--- src/rtl/instr_ram_ctrl.sv ---
// -----------------------------------------------------------------------------
// instr_ram_ctrl
//
// Instruction memory controller sitting between the UART byte receiver and the
// CPU fetch path. Delimited UART byte streams are packed LSB-first into DATA_W
// words and written into a DEPTH-entry RAM. The stored program can be read back
// as a valid/ready replay stream, stepped through one word at a time from a
// debug button, or fetched at random by the CPU. Program length is tracked by a
// fill count, so an all-zero instruction word is a legal program word.
//
// Ports
//   clk          system clock
//   rst          synchronous, active-high reset
//   mode[1:0]    0 STREAM, 1 LOAD, 2 DEBUG, 3 FETCH
//   wr_byte      UART byte (LOAD)
//   wr_valid     wr_byte valid this cycle
//   rd_ready     stream consumer ready (STREAM)
//   rd_data      stream or debug word
//   rd_valid     rd_data valid
//   dbg_step     asynchronous step button, active-high (DEBUG)
//   fetch_en     fetch request (FETCH)
//   fetch_addr   fetch address
//   fetch_data   fetched word, 0 for addresses beyond the program
//   fetch_valid  one-cycle pulse qualifying fetch_data
//   count        number of committed words
//   full         count == DEPTH
//   overflow     sticky: a word was committed while full and was dropped
// -----------------------------------------------------------------------------
module instr_ram_ctrl #(
    parameter int         DATA_W = 8,
    parameter int         DEPTH  = 256,
    parameter int         ADDR_W = $clog2(DEPTH),
    parameter logic [7:0] DELIM  = 8'h24
) (
    input  logic              clk,
    input  logic              rst,
    input  logic [1:0]        mode,
    input  logic [7:0]        wr_byte,
    input  logic              wr_valid,
    input  logic              rd_ready,
    output logic [DATA_W-1:0] rd_data,
    output logic              rd_valid,
    input  logic              dbg_step,
    input  logic              fetch_en,
    input  logic [ADDR_W-1:0] fetch_addr,
    output logic [DATA_W-1:0] fetch_data,
    output logic              fetch_valid,
    output logic [ADDR_W:0]   count,
    output logic              full,
    output logic              overflow
);

    localparam int BYTES  = DATA_W / 8;
    localparam int BCNT_W = $clog2(BYTES + 1);

    localparam logic [1:0] M_STREAM = 2'd0;
    localparam logic [1:0] M_LOAD   = 2'd1;
    localparam logic [1:0] M_DEBUG  = 2'd2;
    localparam logic [1:0] M_FETCH  = 2'd3;

    localparam logic [ADDR_W:0]   CNT_ONE  = 1;
    localparam logic [ADDR_W:0]   CNT_FULL = DEPTH[ADDR_W:0];
    localparam logic [ADDR_W-1:0] PTR_ONE  = 1;
    localparam logic [BCNT_W-1:0] BCNT_MAX = BYTES[BCNT_W-1:0];

    typedef enum logic [1:0] {
        S_IDLE  = 2'd0,
        S_RD    = 2'd1,
        S_VALID = 2'd2,
        S_DONE  = 2'd3
    } state_t;

    // ------------------------------------------------------------------
    // Mode tracking
    // ------------------------------------------------------------------
    logic [1:0] r_mode_prev;
    logic       w_mode_chg;
    logic       w_enter_load;
    logic       w_enter_stream;
    logic       w_enter_dbg;

    assign w_mode_chg     = (mode != r_mode_prev);
    assign w_enter_load   = w_mode_chg && (mode == M_LOAD);
    assign w_enter_stream = w_mode_chg && (mode == M_STREAM);
    assign w_enter_dbg    = w_mode_chg && (mode == M_DEBUG);

    always_ff @(posedge clk) begin
        if (rst) begin
            r_mode_prev <= M_STREAM;
        end else begin
            r_mode_prev <= mode;
        end
    end

    // ------------------------------------------------------------------
    // Storage
    // ------------------------------------------------------------------
    logic [DATA_W-1:0] r_ram [DEPTH];
    logic [DATA_W-1:0] r_ram_q;
    logic              w_rd_en;
    logic [ADDR_W-1:0] w_rd_addr;

    // ------------------------------------------------------------------
    // LOAD: byte assembly and commit
    // ------------------------------------------------------------------
    logic [DATA_W-1:0] r_acc;
    logic [DATA_W-1:0] w_acc_shift;
    logic [BCNT_W-1:0] r_byte_cnt;
    logic [ADDR_W-1:0] r_wr_ptr;
    logic [ADDR_W:0]   r_count;
    logic              r_overflow;
    logic              w_full;
    logic              w_load_act;
    logic              w_is_delim;
    logic              w_commit;

    // Newest byte enters the top lane and every other lane moves down one,
    // so after DATA_W/8 bytes the first byte received sits in the LSB lane.
    genvar gi;
    generate
        for (gi = 0; gi < BYTES; gi++) begin : g_lane
            if (gi == BYTES - 1) begin : g_top
                assign w_acc_shift[8*gi +: 8] = wr_byte;
            end else begin : g_mid
                assign w_acc_shift[8*gi +: 8] = r_acc[8*(gi+1) +: 8];
            end
        end
    endgenerate

    assign w_full     = (r_count == CNT_FULL);
    // The cycle that enters LOAD is spent clearing state; a byte arriving
    // in that same cycle is not taken.
    assign w_load_act = !rst && (mode == M_LOAD) && !w_enter_load && wr_valid;
    assign w_is_delim = (wr_byte == DELIM);
    assign w_commit   = w_load_act && w_is_delim && (r_byte_cnt != '0) && !w_full;

    always_ff @(posedge clk) begin
        if (rst || w_enter_load) begin
            r_acc      <= '0;
            r_byte_cnt <= '0;
            r_wr_ptr   <= '0;
            r_count    <= '0;
            r_overflow <= 1'b0;
        end else if (w_load_act) begin
            if (!w_is_delim) begin
                r_acc <= w_acc_shift;
                if (r_byte_cnt != BCNT_MAX) begin
                    r_byte_cnt <= r_byte_cnt + 1'b1;
                end
            end else if (r_byte_cnt != '0) begin
                if (w_full) begin
                    r_overflow <= 1'b1;
                end else begin
                    r_wr_ptr <= r_wr_ptr + PTR_ONE;
                    r_count  <= r_count + CNT_ONE;
                end
                r_acc      <= '0;
                r_byte_cnt <= '0;
            end
        end
    end

    // RAM array kept free of reset so it maps onto block RAM.
    always_ff @(posedge clk) begin
        if (w_commit) begin
            r_ram[r_wr_ptr] <= r_acc;
        end
    end

    always_ff @(posedge clk) begin
        if (w_rd_en) begin
            r_ram_q <= r_ram[w_rd_addr];
        end
    end

    // ------------------------------------------------------------------
    // STREAM: replay FSM
    // ------------------------------------------------------------------
    state_t            r_state;
    state_t            w_state_eff;
    state_t            w_state_next;
    logic [ADDR_W-1:0] r_rd_ptr;
    logic [ADDR_W:0]   w_rd_ptr_p1;
    logic              w_rd_ptr_adv;
    logic              w_stream_valid;

    assign w_rd_ptr_p1 = {1'b0, r_rd_ptr} + CNT_ONE;

    always_comb begin
        // On the entry cycle the FSM behaves as if already idle, which puts
        // the first read one cycle later and the first valid two cycles in.
        w_state_eff    = w_enter_stream ? S_IDLE : r_state;
        w_state_next   = w_state_eff;
        w_rd_ptr_adv   = 1'b0;
        w_stream_valid = 1'b0;
        case (w_state_eff)
            S_IDLE: begin
                w_state_next = (r_count != '0) ? S_RD : S_DONE;
            end
            S_RD: begin
                w_state_next = S_VALID;
            end
            S_VALID: begin
                w_stream_valid = 1'b1;
                if (rd_ready) begin
                    w_rd_ptr_adv = 1'b1;
                    w_state_next = (w_rd_ptr_p1 < r_count) ? S_RD : S_DONE;
                end
            end
            default: begin
                w_state_next = S_DONE;
            end
        endcase
    end

    always_ff @(posedge clk) begin
        if (rst) begin
            r_state <= S_IDLE;
        end else if (mode == M_STREAM) begin
            r_state <= w_state_next;
        end
    end

    always_ff @(posedge clk) begin
        if (rst || w_enter_stream) begin
            r_rd_ptr <= '0;
        end else if ((mode == M_STREAM) && w_rd_ptr_adv) begin
            r_rd_ptr <= r_rd_ptr + PTR_ONE;
        end
    end

    // ------------------------------------------------------------------
    // DEBUG: step synchroniser and pointer
    // ------------------------------------------------------------------
    logic              r_sync1;
    logic              r_sync2;
    logic              r_step_prev;
    logic              w_step_rise;
    logic [ADDR_W-1:0] r_dbg_ptr;
    logic [ADDR_W:0]   w_dbg_ptr_p1;

    // The synchroniser runs in every mode so a button held across a mode
    // change never produces a spurious edge later.
    always_ff @(posedge clk) begin
        if (rst) begin
            r_sync1     <= 1'b0;
            r_sync2     <= 1'b0;
            r_step_prev <= 1'b0;
        end else begin
            r_sync1     <= dbg_step;
            r_sync2     <= r_sync1;
            r_step_prev <= r_sync2;
        end
    end

    assign w_step_rise  = r_sync2 && !r_step_prev;
    assign w_dbg_ptr_p1 = {1'b0, r_dbg_ptr} + CNT_ONE;

    always_ff @(posedge clk) begin
        if (rst || w_enter_dbg) begin
            r_dbg_ptr <= '0;
        end else if ((mode == M_DEBUG) && w_step_rise && (w_dbg_ptr_p1 < r_count)) begin
            r_dbg_ptr <= r_dbg_ptr + PTR_ONE;
        end
    end

    // ------------------------------------------------------------------
    // FETCH
    // ------------------------------------------------------------------
    logic r_fetch_valid;
    logic r_fetch_hit;
    logic w_fetch_req;

    assign w_fetch_req = (mode == M_FETCH) && fetch_en;

    always_ff @(posedge clk) begin
        if (rst) begin
            r_fetch_valid <= 1'b0;
            r_fetch_hit   <= 1'b0;
        end else begin
            r_fetch_valid <= w_fetch_req;
            r_fetch_hit   <= w_fetch_req && ({1'b0, fetch_addr} < r_count);
        end
    end

    // ------------------------------------------------------------------
    // Shared read port: only one mode reads at a time.
    // ------------------------------------------------------------------
    always_comb begin
        w_rd_en   = 1'b0;
        w_rd_addr = r_rd_ptr;
        case (mode)
            M_STREAM: begin
                // Only reload in S_RD so the word holds through a stall.
                w_rd_en   = (w_state_eff == S_RD);
                w_rd_addr = r_rd_ptr;
            end
            M_DEBUG: begin
                w_rd_en   = 1'b1;
                w_rd_addr = w_enter_dbg ? '0 : r_dbg_ptr;
            end
            M_FETCH: begin
                w_rd_en   = fetch_en;
                w_rd_addr = fetch_addr;
            end
            default: begin
                w_rd_en = 1'b0;
            end
        endcase
    end

    // ------------------------------------------------------------------
    // Outputs
    // ------------------------------------------------------------------
    always_comb begin
        rd_valid = 1'b0;
        if (!w_mode_chg) begin
            if (mode == M_STREAM) begin
                rd_valid = w_stream_valid;
            end else if (mode == M_DEBUG) begin
                rd_valid = (r_count != '0);
            end
        end
    end

    assign rd_data     = rd_valid ? r_ram_q : '0;
    assign fetch_valid = r_fetch_valid && !w_mode_chg;
    // Out-of-range addresses return zero without trusting stale RAM output.
    assign fetch_data  = (fetch_valid && r_fetch_hit) ? r_ram_q : '0;
    assign count       = r_count;
    assign full        = w_full;
    assign overflow    = r_overflow;

endmodule

--- config.mk ---
export PLATFORM = sky130hd
export DESIGN_NAME = instr_ram_ctrl
export DESIGN_NICKNAME = d
export VERILOG_FILES = /design/src/rtl/instr_ram_ctrl.sv
export SDC_FILE = /design/constraint.sdc
export NUM_CORES = 2
export LEC_CHECK = 0
export ABC_AREA = 0
export CAP_MARGIN = 10
export CORE_MARGIN = 2
export CORE_UTILIZATION = 45
export CTS_CLUSTER_DIAMETER = 150
export DETAILED_ROUTE_END_ITERATION = 8
export PLACE_DENSITY = 0.71
export SETUP_SLACK_MARGIN = 0.1
export SYNTH_ARGS = -nofsm -noshare
export SYNTH_HDL_FRONTEND = slang
export SYNTH_SLANG_ARGS = --single-unit
--- constraint.sdc ---
create_clock -name clk -period 8.65 [get_ports clk]
set_input_delay 0.865 -clock clk [delete_from_list [all_inputs] [get_ports clk]]
set_output_delay 0.865 -clock clk [all_outputs]
set_load 0.05 [all_outputs]
==> metrics.md <==
| Metric | Value |
|---|---|
| XOR/XNOR Fraction of Synth Area | 0.4272% |
| Synth area leaders | edfxtp_1 (73%), nand2_1 (3.7%), mux2i_1 (2.7%) |
| Post-synth EDFFs | 2,056 |
| Post-layout minimum cycle time | 5.518 ns |
| Sequential cell area | 0.06281 mm² |
| CTS tree | built |
| Initial antenna violation count | 10 |
| Drt drc | 0 |
| Violated checks | max-slew violations |
| Detailed Route WL | around 240,000 µm |
| FILL cells | 15.17k |
| Synth area leader | edfxtp_1 |
| PostCTS Resize Cnt | 0 |
| Power Dens Cells | 224.9 mW/mm² |
| Starting DRT DRC Count | 8,389 |
| Fmax achieved | 181.2 MHz |
| Sum Neg Setup Slack | 0 ns |
| Worst reg2reg setup slack | 3.47 ns |
| Vias in the first global route | 50.18k |
| Multiplexer share of the synthesized area | 3.237% |
| Largest net degree at the start of global routing | 190 |
| First-pass DRT Iterations | 6 |
| Slew Limit Headroom | -1.295% |
| Gate Count Post-Synth | 5,875 |
| Kind of start point of the critical path | primary input |
| Share of the synthesized area in the top cell type | 73.44% |
| Post-synth cell types | 80 |
| DRT antenna net count | 0 |
| Via/cell ratio | 6.251 |
| Vias | 53.01k |
| Compound-Gate Fraction of Synth Area | 8.720% |
| Commonest register cell after synthesis | edfxtp_1 |
| Sequential share of the synthesized area | 74.68% |
| Num CTS Buffers | 201 |
| RSZ-0062 raised after global routing | no |
| Core area | 0.1854 mm² |
| Multi-input logic area | 0.01952 mm² |
| Clk pin slew, worst setup/hold paths | 0.06 ns |
| Detailed-placement wirelength estimate | 138,600 µm |
| HP Class | flop to flop |
| Maximum vdd drop | ~220 µV |
| Overflow after GRT | 0 |
| CTS max path bufs | 3 |
| Most frequent cells in the layout | edfxtp_1 (2,056), nand2_1 (835), nor2_1 (459) |
| Crit-path max FO | 46 |
| Initial core utilization | 45.33% |
| Global-route wire length before repair | 343,300 µm |
| P&R area growth vs syn | 11.09% |
| Ratio of cells with drive above 1 in the final layout | 7.478% |
| Hold buffers post-CTS | 0 |
| Worst path required time | 9.31 ns |
| Mapped Area | about 0.084 mm² |
| Mapped Nets | a little under 6k |
| Commonest non-fill, non-tap cell in the layout | edfxtp_1 |
| Row cnt | roughly 160 |
| Max-Cap Viols | 0 |
| Endpoints failing hold | 0 |
| Final nets | 5,891 |
| Status | finished, violations left |
| Hold Path Cell Cnt | 1 |
| CTS root buf | clkbuf_16 |
| Total power | 21.00 mW |
| Worst-Margin Slew | 1.519 ns |
| Cell count of the worst reg-to-reg path | 10 |
| Main combinational cell family by area after synthesis | simple AND/OR/NAND/NOR gates |
| Setup CP Type | primary input to flop |
| Final setup viols | 0 |
| Yosys warns | 0 |
| Post-CTS setup buffers | 0 |
| Max-slew violations | 30 |
| Die X | 436.2 µm |
| Simple-gate area share of the yosys netlist | 10.20% |
| Die Footprint | 0.1903 mm² |
| CP Data Arrival Time | 6.18 ns |
| Gr usage total | 24.25% |
| Yosys reg bits | 2,108 |
| Crit end category | flop |
| Clock Skew | roughly 0.036 ns |
| Post-synth ARST share | 0% |
| Tcrit/Tclk final | about 64% |
| Die Y | 436.2 µm |
| Number of buffers added on ports | 52 |
| # IOs | 53 |
| Adder-cell share of the synthesized area | less than 1% |
| Clk_lat worst skew | between 0.8 and 0.9 ns |
| Leakage power | 28.87 nW |
| Wire per inst | 27.91 µm |
| Syn_area_per_cell | 14.31 µm² |
| Clock sinks | about 2.1k |
| Final Wtd Congestion | around 0.90 |
| H-Tree Depth | 4 |
[stage by stage]
step | hold slack [ns] | instances | cell area (µm²) | setup slack (ns) | util, %
after floorplan | 0.4138 | 5875 | 84070 | 4.170 | -
after global placement | 0.4548 | 8113 | 86940 | 2.570 | 46.89
after detailed placement | 0.4675 | 8113 | 86940 | 2.538 | 46.89
after CTS | 0.4898 | 8471 | 93360 | 3.356 | 50.35
after global routing | 0.4985 | 8472 | 93370 | 3.076 | 50.35
final | 0.4863 | 8480 | 93390 | 3.132 | 50.36
[power breakdown]
| part | switching, mW | leakage [nW] | internal, mW | total, mW |
|---|---|---|---|---|
| combinational | 0.864 | 8.44 | 0.317 | 1.18 |
| clock | 3.80 | 3.13 | 4.89 | 8.69 |
| sequential | 0.0339 | 17.3 | 11.1 | 11.1 |
| total | 4.69 | 28.9 | 16.3 | 21.0 |
[critical path: stages]
cell	delay (ns)
buf_2	0.71
nor2b_2	0.86
a221o_2	0.35
buf_4	0.56
or2_2	0.78
a21oi_1	0.24
o21ai_1	0.15
a211oi_1	0.10
nor4_1	0.85
o22ai_1	0.38
a211oi_1	0.26
[metal layers]
layer	vias up	GRT usage, %	routed length [µm]
li1	22470	-	-
met1	26370	32.84	88940
met3	611	5.584	27510
met4	10	10.87	11100
met2	3553	37.45	109100
met5	-	0	69
[area by class of cell]
class | count | area share [%]
well taps | 2480 | 3.323
flip-flops and latches | 2108 | 67.26
multi-input cells | 3364 | 20.90
clock buffers | 247 | 5.694
inverters | 16 | 0.06431
repair buffers | 145 | 1.554
clock inverters | 111 | 1.182
diodes | 9 | 0.02412
[synth_stat cells, drive strengths merged, types with 52 or more instances]
library cell,instances
or3,58
a21oi,245
nor3,145
nor2,466
dfxtp,52
o22ai,63
edfxtp,2056
a221oi,61
a31oi,92
buf,215
nand3,302
o21ai,206
o221ai,94
mux2i,231
clkbuf,172
nand2,838
[cells by family (layout without fill, tap and decap cells)]
family | Yosys count | count (layout)
flops | 2108 | 2108
xor+xnor | 41 | 41
fa+ha+maj | 31 | 31
mux | 254 | 254
buf+inv | 403 | 519
compound gates | 1075 | 1075
simple gates | 1963 | 1963
other cells | 0 | 9
[final timing paths]
check / startpoint / endpoint
setup / recovery: mode[1] / r_ram_q[6]
hold / removal: r_sync1 / r_sync2
setup reg to reg: r_mode_prev[1] / r_ram_q[6]
hold reg to reg: r_sync1 / r_sync2
[flip-flops by register name (all words and copies together), names as in the netlist]
signal and flops:
r_byte_cnt 1, r_dbg_ptr 8, r_state 2, r_ram_q 8, r_mode_prev 2, count 9
r_fetch_valid 1, r_fetch_hit 1, r_sync1 1, r_rd_ptr 8, r_step_prev 1, overflow 1
r_wr_ptr 8, r_acc 8, r_sync2 1, r_ram 2048
Note: power is estimated with default switching activity, not from simulation.
